[src/rtl/aes_job_arbiter.sv]
// Round-robin arbiter sharing one AES core among NREQ requesters; sequences start/done and records job latency.
// Optional watchdog abort enabled by defining AES_ARB_TIMEOUT_EN.
module aes_job_arbiter #(
  parameter int NREQ    = 4,
  parameter int CW      = 32,
  parameter int TIMEOUT = 1024
) (
  input  logic                    clk_i,
  input  logic                    rst_i,
  input  logic [NREQ-1:0]         req_i,
  output logic [NREQ-1:0]         gnt_o,
  output logic [NREQ-1:0]         ack_o,
  output logic [NREQ-1:0]         err_o,
  output logic                    aes_start_o,
  input  logic                    aes_done_i,
  output logic                    busy_o,
  output logic [CW-1:0]           last_cycles_o,
  output logic [$clog2(NREQ)-1:0] last_owner_o
);

  localparam int PW = $clog2(NREQ);

  typedef enum logic [2:0] {
    S_IDLE,
    S_RUN,
    S_ACK,
    S_DRAIN,
    S_ABORT
  } state_t;

  state_t         state;
  logic [PW-1:0]  ptr;
  logic [PW-1:0]  owner;
  logic           done_r;
  logic [CW-1:0]  cnt;

  logic           done_rise;
  logic           pick_vld;
  logic [PW-1:0]  pick_idx;
  logic [PW-1:0]  pick_nxt;
  logic [PW-1:0]  scan_idx;
  int             scan_j;

  function automatic logic [CW-1:0] sat_inc(input logic [CW-1:0] v);
    return (&v) ? v : v + 1'b1;
  endfunction

  assign done_rise = aes_done_i & ~done_r;
  assign busy_o    = (state != S_IDLE);

  // Scan downward in offset so the nearest set bit at or after ptr is the one that survives.
  always_comb begin
    pick_vld = 1'b0;
    pick_idx = '0;
    scan_j   = 0;
    scan_idx = '0;
    for (int i = NREQ - 1; i >= 0; i--) begin
      scan_j = int'(ptr) + i;
      if (scan_j >= NREQ) scan_j = scan_j - NREQ;
      scan_idx = scan_j[PW-1:0];
      if (req_i[scan_idx]) begin
        pick_vld = 1'b1;
        pick_idx = scan_idx;
      end
    end
  end

  assign pick_nxt = (pick_idx == PW'(NREQ - 1)) ? '0 : pick_idx + 1'b1;

`ifndef AES_ARB_TIMEOUT_EN
  logic unused_timeout;
  assign unused_timeout = ^(32'(TIMEOUT));
`endif

  always_ff @(posedge clk_i) begin
    if (rst_i) begin
      state         <= S_IDLE;
      ptr           <= '0;
      owner         <= '0;
      done_r        <= 1'b0;
      cnt           <= '0;
      gnt_o         <= '0;
      ack_o         <= '0;
      err_o         <= '0;
      aes_start_o   <= 1'b0;
      last_cycles_o <= '0;
      last_owner_o  <= '0;
    end else begin
      done_r <= aes_done_i;
      ack_o  <= '0;
      err_o  <= '0;
      case (state)
        S_IDLE: begin
          if (pick_vld) begin
            owner        <= pick_idx;
            last_owner_o <= pick_idx;
            ptr          <= pick_nxt;
            cnt          <= '0;
            gnt_o        <= NREQ'(1) << pick_idx;
            aes_start_o  <= 1'b1;
            state        <= S_RUN;
          end
        end
        S_RUN: begin
          cnt <= sat_inc(cnt);
          if (done_rise) begin
            state         <= S_ACK;
            ack_o         <= NREQ'(1) << owner;
            aes_start_o   <= 1'b0;
            last_cycles_o <= sat_inc(cnt);
          end
`ifdef AES_ARB_TIMEOUT_EN
          else if (cnt == CW'(TIMEOUT - 1)) begin
            state         <= S_ABORT;
            err_o         <= NREQ'(1) << owner;
            aes_start_o   <= 1'b0;
            last_cycles_o <= CW'(TIMEOUT);
          end
`endif
        end
        // Grant stays up until the core has dropped done, so the next owner starts on a quiet core.
        S_ACK, S_ABORT: begin
          if (aes_done_i) begin
            state <= S_DRAIN;
          end else begin
            state <= S_IDLE;
            gnt_o <= '0;
          end
        end
        S_DRAIN: begin
          if (!aes_done_i) begin
            state <= S_IDLE;
            gnt_o <= '0;
          end
        end
        default: begin
          state       <= S_IDLE;
          gnt_o       <= '0;
          aes_start_o <= 1'b0;
        end
      endcase
    end
  end

endmodule

[config.mk]
export PLATFORM = sky130hd
export DESIGN_NAME = aes_job_arbiter
export DESIGN_NICKNAME = d
export VERILOG_FILES = /design/src/rtl/aes_job_arbiter.sv
export SDC_FILE = /design/constraint.sdc
export NUM_CORES = 1
export LEC_CHECK = 0
export CAP_MARGIN = 20
export CORE_ASPECT_RATIO = 2
export CORE_MARGIN = 2
export CORE_UTILIZATION = 42
export CTS_BUF_LIST = sky130_fd_sc_hd__clkbuf_8
export DETAILED_ROUTE_END_ITERATION = 12
export DONT_BUFFER_PORTS = 1
export PLACE_DENSITY_LB_ADDON = 0.3
export SLEW_MARGIN = 20
export SYNTH_ARGS = -nofsm -noshare
export SYNTH_HDL_FRONTEND = slang
export SYNTH_SLANG_ARGS = --single-unit
[constraint.sdc]
create_clock -name clk_i -period 2 [get_ports clk_i]
set_input_delay 0.6 -clock clk_i [delete_from_list [all_inputs] [get_ports clk_i]]
set_output_delay 0.6 -clock clk_i [all_outputs]
set_load 0.01 [all_outputs]
Yosys cells after proc, flatten, opt, wreduce, memory -nomap -nowiden. Index checks and enable logic that the tools add are counted.

$lt $le $gt $ge: 8. Shift operators: 2. Mux-type cells: 35. Bitwise operators: 5. Reduce and logical (&&, ||, !) cells: 13. Equality and inequality tests: 9. Add/subtract/negate cells: 9.

Operators by type and width (number): $mux 32 (2); $pmux 32 s2 (1); $add 32x1->32 const B (1); $reduce_and 32->1 (1); $mux 2 (10); $lt 2x3->1 const B (4); $pmux 3 s4 (1); $pmux 4 s3 (1); $mux 1 (10); $ge 3x3->1 const B (3); $mux 3 (3); $reduce_and 3->1 (3); $bmux 1 s2 (4); $mux 4 (2); $ne 2x2->1 const B (4); $shl 1x2->4 const A (2); $sub 2x1->2 const B (4); $add 2x2->3 const B (2); $eq 3x2->1 const B (2); $reduce_and 2->1 (3); $reduce_or 3->1 (2); $not 1->1 (4); $add 2x1->3 const B (1); $eq 3x1->1 const B (1); other kinds (10) (10).

Output and inout port bits: 48. Register bits after elaboration: 81. Logic and storage cells: 90.

Depth between registers and ports, before layout. Gate-level depths: netlist (run 1).

Depth in word-level cells: 12. Depth in mapped cells: 9. Depth with buffers taken out: 7.

Worst setup path after synthesis (run 1). No wires, ideal clock.

Kind: register to register. From: register cnt[0]. To: register cnt[0]. Required time: 1.884 ns. Path slack: -0.151 ns. Buffers on the path: 2. Library setup time: 0.116 ns. Period minus slack after synthesis: 2.151 ns. Arrival: 2.036 ns. Stages on the path, launching flop included: 9. Cell sequence: dfxtp_1 ha_1 nand2_1 or4_4 nor3_4 buf_6 buf_6 nor4_1 a31o_1.

Longest elaborated chain between the ends: 3. Elaborated cells between the ends (all ways): 4. Those cells by class: add/sub: 1; mux: 2; reduce/logical: 1.

RTL lines: start, declared (RTL line 35) `logic [CW-1:0] cnt;`; start signal, assigned (RTL line 105) `cnt <= sat_inc(cnt);`; $add 32x1->32 / $reduce_and 32->1 (equally long branches) (RTL line 45) `return (&v) ? v : v + 1'b1;`; $mux 32 (*); $pmux 32 s2 (*) (RTL line 92) `case (state)`.

Every way passes the cells marked *; elsewhere a longest branch is shown, timed or not. A chain may end at the register's enable or synchronous reset.

Worst setup path after layout (run 1).
From: register cnt[0]. To: register cnt[15].

Same word-level chain as after synthesis.

==> results of run 1 <==
## cells in the final DEF, fill, tap and decap left out, types with 7 or more instances in the layout
cell,n
o21ai_1,7
clkbuf_8,10
o21ai_0,49
and4_1,9
nor3_1,21
a21oi_1,28
nor2_1,26
nand2b_1,8
nand2_1,29
or3_1,10
inv_1,16
and3_1,8
buf_4,70
a211oi_1,8
dfxtp_2,9
a31oi_1,42
dfxtp_1,69
nand4_1,11
nand3_1,16
## worst max path at each step
| stage | startpoint | endpoint | slack, ns | cells after the start |
|---|---|---|---|---|
| 2_1_floorplan | req_i[1] | cnt[23]$_SDFFE_PP0P_ | 0.001 | 7 |
| 3_3_place_gp | cnt[15]$_SDFFE_PP0P_ | last_cycles_o[31]$_SDFFE_PP0N_ | 0.04 | 6 |
| 3_5_place_dp | req_i[0] | ptr[0]$_SDFFE_PP0P_ | -0.05 | 6 |
| 4_1_cts | cnt[1]$_SDFFE_PP0P_ | cnt[11]$_SDFFE_PP0P_ | -0.006 | 7 |
| 5_1_grt | cnt[15]$_SDFFE_PP0P_ | last_cycles_o[26]$_SDFFE_PP0N_ | -0.09 | 8 |
| 6_report | cnt[0]$_SDFFE_PP0P_ | cnt[15]$_SDFFE_PP0P_ | -0.004 | 8 |
## stage by stage
stage / total power, W / instance area [um^2] / utilization, % / TNS, ns
finish: 0.00360 / 5330 / 54.6 / -0.00371
global placement: 0.00212 / 4820 / 49.3 / 0
CTS: 0.00362 / 5100 / 52.3 / -0.0133
floorplan: 0.00201 / 4270 / - / 0
detailed placement: 0.00213 / 4820 / 49.3 / -0.0502
global route: 0.00374 / 5330 / 54.6 / -0.788
## logic make-up after synthesis
logic type	after synthesis	synth area share [%]
AOI/OAI and AO/OA	174	26.0
buffers and inverters	62	6.58
xor gates and xnor gates	7	1.45
and+or+nand+nor	182	25.1
adders and majority gates	5	1.48
DFF	80	37.9
other	1	0.0888
muxes	6	1.42
## metal layers
| layer | vias up | share of wire (%) | wire (um) |
|---|---|---|---|
| met2 | 166 | 53 | 6830 |
| met5 | - | 0 | 0 |
| met3 | 37 | 5.2 | 673 |
| li1 | 2035 | - | - |
| met4 | 0 | 3.3 | 428 |
| met1 | 2020 | 38 | 4910 |
## layout make-up
cell class              instances  area [um^2]
clock buffers                  10          138
clock inverters                 6          116
fillers                       916         4430
inverters                      16         60.1
multi-input cells             378         2490
flip-flops and latches         80         1620
well taps                     132          165
repair buffers                 82          734
## flip-flops by register name (all words and copies together) (netlist names)
name	cells
last_cycles_o	32
aes_start_o	1
state	2
ack_o	4
owner	2
ptr	2
gnt_o	4
done_r	1
cnt	32
## worst reg2reg max path: stages (launching register included)
cell and delay [ns]:
dfxtp_4 0.37, ha_4 0.16, nand2_4 0.06, or4_4 0.51
nor3_4 0.29, buf_6 0.17, clkbuf_16 0.16, or4_1 0.11
nand3_1 0.06
## what timing repair did
item	4_1_cts	5_1_grt
endpoints found under the setup margin	2	35
pin swaps	1	29
gates resized for setup	1	36
hold endpoints to repair	0	0
gates cloned	1	1
hold buffers	0	0
setup buffers	0	8
## where the power goes
| part | total (W) | internal [W] | switching [W] |
|---|---|---|---|
| combinational | 0.000352 | 0.000145 | 0.000207 |
| clock | 0.00150 | 0.000869 | 0.000633 |
| sequential | 0.00175 | 0.00166 | 0.0000852 |
==> key figures, run 1 <==
Critical path
  – CP max stage cell: or4_4
  – Req. time, crit path: between 2 and 2.5 ns
  – Setup crit end kind: flop
  – CP peak stage delay: 0.51 ns
  – Reg-to-reg startpoint: cnt[0]$_SDFFE_PP0P_
  – Critical path class: reg -> reg
  – CP max FO: 8
  – Worst path bufs/invs: 2
  – Crit path max-delay family: simple AND/OR/NAND/NOR gates
  – Crit path cell chain: ha_4, nand2_4, or4_4, nor3_4, buf_6, clkbuf_16, or4_1, nand3_1
  – RR Endpoint: cnt[15]$_SDFFE_PP0P_
  – FF-to-FF setup slack: -0.004 ns
  – CP Launch Type: flop
  – Critical Path AT: approximately 2.3 ns
  – Worst reg-to-reg path cell count: 8

Yosys
  – Distinct cells, synth: between 50 and 60
  – Synth top area share: a little under two fifths
  – Mean post-synth cell area: between 8 and 9 um^2
  – Synth warn: 0
  – Async S/R FF share, synth: 0%
  – Post-synth EDFFs: 0
  – Top-count cell post-synth: dfxtp_1
  – Synth Instances: 517
  – Netlist Area Pre-Place: 4220 um^2
  – Top area cells in the synthesized netlist: dfxtp_1, a31oi_1, o21ai_0
  – Main synth FF type: dfxtp_1
  – Sequential area share after synthesis: between 30% and 40%
  – Synth area leader: dfxtp_1
  – Register bit total from synthesis: 80
  – Post-synth top cells: dfxtp_1, o21ai_0, a31oi_1

Cells and area
  – Area growth syn-to-layout: 26.2%
  – Layout net count: ~580
  – Post-route insts no fill: just over 700
  – Ant diodes: 0
  – Share of layout cells above drive strength 1: between 20% and 30%

Clocking
  – Clock Tree Buf Depth: 2
  – CTS Buf Count: 9
  – H-Tree Depth: 3
  – CTS tree: yes
  – Clk slew on worst S/H paths: approximately 0.09 ns
  – CTS root buf: clkbuf_8
  – Clk_lat worst skew: around 0.37 ns
  – Clock sink count: 80

Drt
  – Post-Route WL: 12.8 mm
  – Post-DRT Antenna Nets: 0
  – Post-route DRC: 0
  – Vias per cell: approximately 6.0
  – Wirelength per Cell: 18.2 um
  – Total iterations of the first detailed-routing run: 5
  – Initial DRC count: 392
  – Vias: roughly 4,300

Timing
  – Fmax: 499 MHz
  – Final hold violation count: 0
  – Fin crit share: 100%
  – Max_slew headroom: about two thirds
  – Final setup vio count: 1
  – Worst-Margin Slew: around 0.5 ns
  – Worst Skew: 0.0112 ns
  – Min Tclk post-route: 2.00 ns
  – Hold WS: approximately 0.28 ns
  – Max-slew violation count: 0
  – Unrepaired setup endpoints after global routing: true
  – Final worst setup slack: -0.00371 ns

Global route
  – Initial antenna violation count: 0
  – Met3 global-route usage: 6.09%
  – First-pass GRT wire length: a little over 20 mm
  – Pin count of the biggest net entering global routing: 44
  – Met2 GRT Util: approximately two fifths
  – All-Layer GR Usage: about a quarter
  – GR Layer Usage met1: a little over a quarter
  – Remaining global-route overflow: 0
  – GRT Max-Usage Layer: met2
  – Vias in the first global route: between 4,000 and 5,000

Hold path
  – Hold wc startpoint: rst_i
  – Min-Delay Path Class: in -> reg
  – Worst Hold Depth: 1
  – Hold endpoint: gnt_o[2]$_SDFFE_PP0P_

Outcome
  – Violated checks: negative setup slack
  – Status: finished with violations

Floorplan
  – Die width: between 70 and 80 um
  – Die Height: ~150 um
  – Die area: ~11,000 um^2
  – Core Area: between 9000 and 10,000 um^2
  – # IOs: 55
  – Rows: between 50 and 60
  – Initial Util: a little over two fifths

Place
  – Pre-CTS WS: -0.0502 ns
  – Placed cells: around 680
  – Dpl hpwl: 8.90 mm
  – Port bufs: 0
  – GP Congestion: 0.905

Power
  – Pleak: just over 2 nW
  – Maximum VDD drop: between 0.0004 and 0.0005 V
  – Pwr/cell area: slightly below 700 nW/um^2

Job
  – Max-cap violations: 0
Note: power is estimated with default switching activity, not from simulation.
==> run 2: changes to the inputs <==
--- a/config.mk
+++ b/config.mk
@@ -6,6 +6,8 @@
 export NUM_CORES = 1
 export LEC_CHECK = 0
 export CAP_MARGIN = 20
+export CELL_PAD_IN_SITES_DETAIL_PLACEMENT = 0
+export CELL_PAD_IN_SITES_GLOBAL_PLACEMENT = 1
 export CORE_ASPECT_RATIO = 2
 export CORE_MARGIN = 2
 export CORE_UTILIZATION = 42
==> key figures, run 2 (synthesis gave the netlist of run 1 again) <==
Clocking
  – H-Tree Depth: 3
  – Clock Tree Buf Depth: 2
  – CTS tree: yes
  – Hold_buf cts: 0
  – CTS Buf Count: 9
  – Clock sink count: 80
  – Clk_lat worst skew: approximately 0.37 ns
  – Clk slew on worst S/H paths: 0.08 ns
  – CTS root buf: clkbuf_8

Drt
  – Post-Route WL: ~13 mm
  – Total iterations of the first detailed-routing run: 5
  – Initial DRC count: 188
  – Post-route DRC: 0
  – Vias per cell: 5.96
  – Post-DRT Antenna Nets: 0
  – Wirelength per Cell: approximately 18 um
  – Vias: about 4,200

Critical path
  – Critical Path AT: approximately 2.3 ns
  – Setup crit end kind: flop
  – Req. time, crit path: about 2.3 ns
  – Critical path class: reg -> reg
  – CP Launch Type: flop
  – Worst reg-to-reg path cell count: 7
  – CP peak stage delay: between 0.5 and 0.6 ns
  – CP max stage cell: or4_4
  – Crit path cell chain: ha_4, nand2_4, or4_4, nor3_4, buf_12, o21ai_2, a311oi_1
  – CP max FO: 17

Global route
  – Initial antenna violation count: 0
  – All-Layer GR Usage: between 20% and 30%
  – Vias in the first global route: between 4,000 and 5,000
  – First-pass GRT wire length: about 20 mm
  – Remaining global-route overflow: 0
  – Pin count of the biggest net entering global routing: 41

Floorplan
  – Rows: just over 50
  – Die Height: between 100 and 150 um
  – Initial Util: a little over two fifths
  – Core Area: 9760 um^2
  – Die area: 10,900 um^2
  – Die width: about 75 um
  – # IOs: 55

Hold path
  – Min-Delay Path Class: in -> reg
  – Worst Hold Depth: 1

Timing
  – Worst Skew: 0.00885 ns
  – Max-slew violation count: 0
  – Final hold violation count: 0
  – Fin crit share: 99.2%
  – Fmax: approximately 500 MHz
  – Final setup vio count: 0
  – Hold WS: 0.294 ns
  – Unrepaired setup endpoints after global routing: true
  – Min Tclk post-route: 1.98 ns
  – Setup TNS: 0 ns

Cells and area
  – Regs by FF count: cnt: 32 flops, last_cycles_o: 32 flops
  – Ant diodes: 0
  – Most frequent cells in the layout: dfxtp_1, buf_4, o21ai_0
  – Area growth syn-to-layout: 25.4%
  – Post-Layout Inst Area: ~5300 um^2
  – Post-route insts no fill: 703
  – Share of layout cells above drive strength 1: 24.5%
  – Layout net count: roughly 580

Place
  – Port bufs: 0
  – GP Congestion: between 0.9 and 1
  – Dpl hpwl: approximately 9.2 mm
  – Placed cells: 681
  – DP Area: approximately 4900 um^2

Power
  – Post-layout power: between 0.003 and 0.004 W
  – Maximum VDD drop: roughly 0.00051 V
  – Pwr/cell area: 668 nW/um^2
  – Pleak: about 2 nW

Outcome
  – Status: completed

Job
  – Max-cap violations: 0
run 2: cell count changes in the layout (fill, tap and decap cells not counted), moves of 2 or more:
cell	delta
nor3_2	+3
buf_12	+2
nor3_1	-2
o21ai_2	-2
dfxtp_2	-3
clkinv_4	-3
buf_6	-3
clkinv_2	+2
dfxtp_4	+2
run 2: area by class of cell:
type                       count  area [um^2]
inverter                      16         60.1
multi-input combinational    378         2470
sequential                    80         1620
fill                         976         4470
clock buffer                   9          124
clock inverter                 7          111
timing repair buffer          81          741
tap                          132          165
run 2: where the power goes:
part	total (W)	internal, W	switching (W)
logic	0.000354	0.000146	0.000208
registers	0.00174	0.00166	0.0000838
clock network	0.00144	0.000820	0.000622
run 2: critical path: cells and delay by family, from the launching register on:
family | cells | cell delay [ns]
and+or+nand+nor | 3 | 0.84
adders and majority gates | 1 | 0.17
DFF | 1 | 0.37
buffers and inverters | 1 | 0.19
AOI/OAI and AO/OA | 2 | 0.33
run 2: through the flow:
step                      setup WS, ns  utilization (%)
after floorplan                0.00129                -
after global placement          0.0298             49.7
after detailed placement       -0.0298             49.7
after CTS                     -0.00589             52.4
after global routing           -0.0516             54.3
final                           0.0166             54.3
run 2: worst paths after layout:
check                           slack, ns                    end                 start
worst max-delay path                 0.02    cnt[3]$_SDFFE_PP0P_   cnt[0]$_SDFFE_PP0P_
worst min-delay path                 0.29  gnt_o[0]$_SDFFE_PP0P_                 rst_i
worst max register to register       0.02    cnt[3]$_SDFFE_PP0P_   cnt[0]$_SDFFE_PP0P_
worst min register to register       0.50   cnt[20]$_SDFFE_PP0P_  cnt[20]$_SDFFE_PP0P_
run 2: routing by layer:
metal  global-route usage, %  routed length [um]  up-vias
li1                        -                   -     2034
met1                    26.2                4840     1999
met2                    42.1                6920      119
met3                    4.78                 557       40
met4                    12.3                 543        0
met5                       0                   0        -
run 2: what timing repair did:
item                                    4_1_cts  5_1_grt
pin swaps                                     2       12
buffers inserted                              0        4
endpoints found under the setup margin        2       32
resized for setup                             1       33
cloned                                        1        1
==> run 3: changes to the inputs <==
--- a/config.mk
+++ b/config.mk
@@ -5,15 +5,14 @@
 export SDC_FILE = /design/constraint.sdc
 export NUM_CORES = 1
 export LEC_CHECK = 0
+export BUFFER_PORTS_ARGS = -buffer_cell sky130_fd_sc_hd__buf_2
 export CAP_MARGIN = 20
 export CELL_PAD_IN_SITES_DETAIL_PLACEMENT = 0
 export CELL_PAD_IN_SITES_GLOBAL_PLACEMENT = 1
-export CORE_ASPECT_RATIO = 2
 export CORE_MARGIN = 2
-export CORE_UTILIZATION = 42
+export CORE_UTILIZATION = 40
 export CTS_BUF_LIST = sky130_fd_sc_hd__clkbuf_8
 export DETAILED_ROUTE_END_ITERATION = 12
-export DONT_BUFFER_PORTS = 1
 export PLACE_DENSITY_LB_ADDON = 0.3
 export SLEW_MARGIN = 20
 export SYNTH_ARGS = -nofsm -noshare
==> key figures, run 3 (synthesis gave the netlist of run 1 again) <==
Cells and area
  – Fill count: about 1,000
  – Layout net count: approximately 630
  – Share of layout cells above drive strength 1: 29.4%
  – Commonest non-fill, non-tap cell in the layout: dfxtp_1
  – Regs by FF count: cnt: 32 flops, last_cycles_o: 32 flops
  – Ant diodes: 0
  – Footprint of the multi-input gates: roughly 2500 um^2
  – Area growth syn-to-layout: 29.4%
  – Sequential cell area: 1620 um^2
  – Most frequent cells in the layout: dfxtp_1, buf_4, o21ai_0, buf_2, a31oi_1

Global route
  – Pin count of the biggest net entering global routing: 44
  – All-Layer GR Usage: 21.5%
  – Vias in the first global route: 3,968
  – Initial antenna violation count: 0
  – First-pass GRT wire length: around 20 mm
  – Remaining global-route overflow: 0

Clocking
  – CTS tree: yes
  – H-Tree Depth: 3
  – Clk slew on worst S/H paths: ~0.090 ns
  – Clk_lat worst skew: around 0.38 ns
  – CTS Buf Count: 9
  – Clock sink count: 80
  – CTS root buf: clkbuf_8
  – Clock Tree Buf Depth: 2

Timing
  – Fin crit share: 100%
  – Final hold violation count: 0
  – Hold WS: around 0.46 ns
  – Max-slew violation count: 0
  – Setup TNS: -0.00258 ns
  – Min Tclk post-route: 2.00 ns
  – Final worst setup slack: -0.00258 ns
  – Fmax: approximately 500 MHz
  – Worst Skew: approximately 0.016 ns
  – Unrepaired setup endpoints after global routing: true
  – Final setup vio count: 1

Drt
  – Initial DRC count: 276
  – Wirelength per Cell: ~16 um
  – Vias: approximately 4,300
  – Post-route DRC: 0
  – Post-Route WL: about 12 mm
  – Post-DRT Antenna Nets: 0
  – Total iterations of the first detailed-routing run: 5
  – Vias per cell: between 5 and 6

Critical path
  – CP max FO: 6
  – CP Launch Type: flop
  – Critical path class: reg -> reg
  – Req. time, crit path: roughly 2.3 ns
  – Setup crit end kind: flop
  – Reg-to-reg startpoint: cnt[1]$_SDFFE_PP0P_
  – RR Endpoint: cnt[0]$_SDFFE_PP0P_
  – Critical Path AT: between 2 and 2.5 ns
  – FF-to-FF setup slack: -0.003 ns
  – Worst reg-to-reg path cell count: 8

Floorplan
  – Core Area: between 10,000 and 15,000 um^2
  – Rows: 37
  – Die Height: ~110 um
  – Die width: between 100 and 150 um
  – Die area: roughly 11,000 um^2
  – Initial Util: between 40% and 50%
  – # IOs: 55

Hold path
  – Min-Delay Path Class: reg -> reg
  – Hold endpoint: gnt_o[2]$_SDFFE_PP0P_
  – Hold wc startpoint: gnt_o[2]$_SDFFE_PP0P_
  – Worst Hold Depth: 2

Outcome
  – Violated checks: negative setup slack
  – Status: finished with violations

Power
  – Clock power share: around two fifths
  – Pleak: approximately 2.2 nW
  – Pwr/cell area: about 640 nW/um^2
  – Maximum VDD drop: about 0.00029 V
  – Power Internal: 0.00254 W
  – Sw Share: approximately 27%
  – Switch Pwr: 0.000937 W
  – Sequential share of power: about half
  – Gate power share: about an eighth

Job
  – Max-cap violations: 0

Place
  – Port bufs: 50
  – GP Congestion: approximately 0.85
  – Dpl hpwl: between 8 and 9 mm
==> run 3: area by class of cell <==
type	count	area share, %
repair buffers	130	17.2
clock inverters	7	1.76
flip-flops and latches	80	29.6
inverters	16	1.10
well taps	136	3.11
multi-input cells	378	45.0
clock buffers	9	2.27
==> run 3: worst max path at each step <==
| stage | startpoint | to | depth (start not counted) |
|---|---|---|---|
| after CTS | cnt[1]$_SDFFE_PP0P_ | last_cycles_o[28]$_SDFFE_PP0N_ | 7 |
| after global routing | cnt[1]$_SDFFE_PP0P_ | last_cycles_o[15]$_SDFFE_PP0N_ | 8 |
| after floorplan | req_i[1] | cnt[23]$_SDFFE_PP0P_ | 7 |
| final | cnt[1]$_SDFFE_PP0P_ | cnt[0]$_SDFFE_PP0P_ | 8 |
| after detailed placement | req_i[0] | ptr[0]$_SDFFE_PP0P_ | 7 |
| after global placement | req_i[0] | ptr[0]$_SDFFE_PP0P_ | 7 |
==> run 3: repair_timing <==
action | 4_1_cts | 5_1_grt
hold buffers | 0 | 0
pin swaps | 1 | 2
setup buffers | 0 | 3
cloned | 0 | 1
gates resized for setup | 3 | 19
setup endpoints to repair | 13 | 36
==> run 3: through the flow <==
stage | std cells | worst slack (ns) | total power [W] | util (%) | area (um^2)
after CTS | 752 | 0.00634 | 0.00352 | 51.9 | 5340
final | 756 | -0.00258 | 0.00348 | 53.2 | 5470
after global routing | 756 | -0.0725 | 0.00362 | 53.2 | 5470
after detailed placement | 736 | -0.143 | 0.00218 | 49.6 | 5100
after floorplan | 520 | 0.00129 | 0.00201 | - | 4270
after global placement | 736 | -0.0764 | 0.00217 | 49.6 | 5100
==> run 3: layer usage <==
layer / global-route usage, % / vias to the layer above / wire, um
li1: - / 2133 / -
met1: 29.1 / 2031 / 5700
met2: 34.1 / 127 / 5520
met3: 3.10 / 24 / 652
met4: 9.37 / 0 / 243
met5: 0 / - / 0
==> run 3: power by group through the flow <==
stage | combinational (W) | clock (W) | sequential, W
after detailed placement | 0.000431 | 0 | 0.00174
after global routing | 0.000487 | 0.00141 | 0.00172
final | 0.000431 | 0.00134 | 0.00171
after global placement | 0.000425 | 0 | 0.00174
after floorplan | 0.000239 | 0 | 0.00177
after CTS | 0.000435 | 0.00138 | 0.00171
==> run 3: critical path: stages, from the launching register on <==
cell       delay, ns
dfxtp_4         0.37
ha_4            0.17
nand2_4         0.06
or4_4           0.53
nor3_4          0.24
buf_4           0.18
clkbuf_16       0.14
nor4_1          0.04
a31o_1          0.18
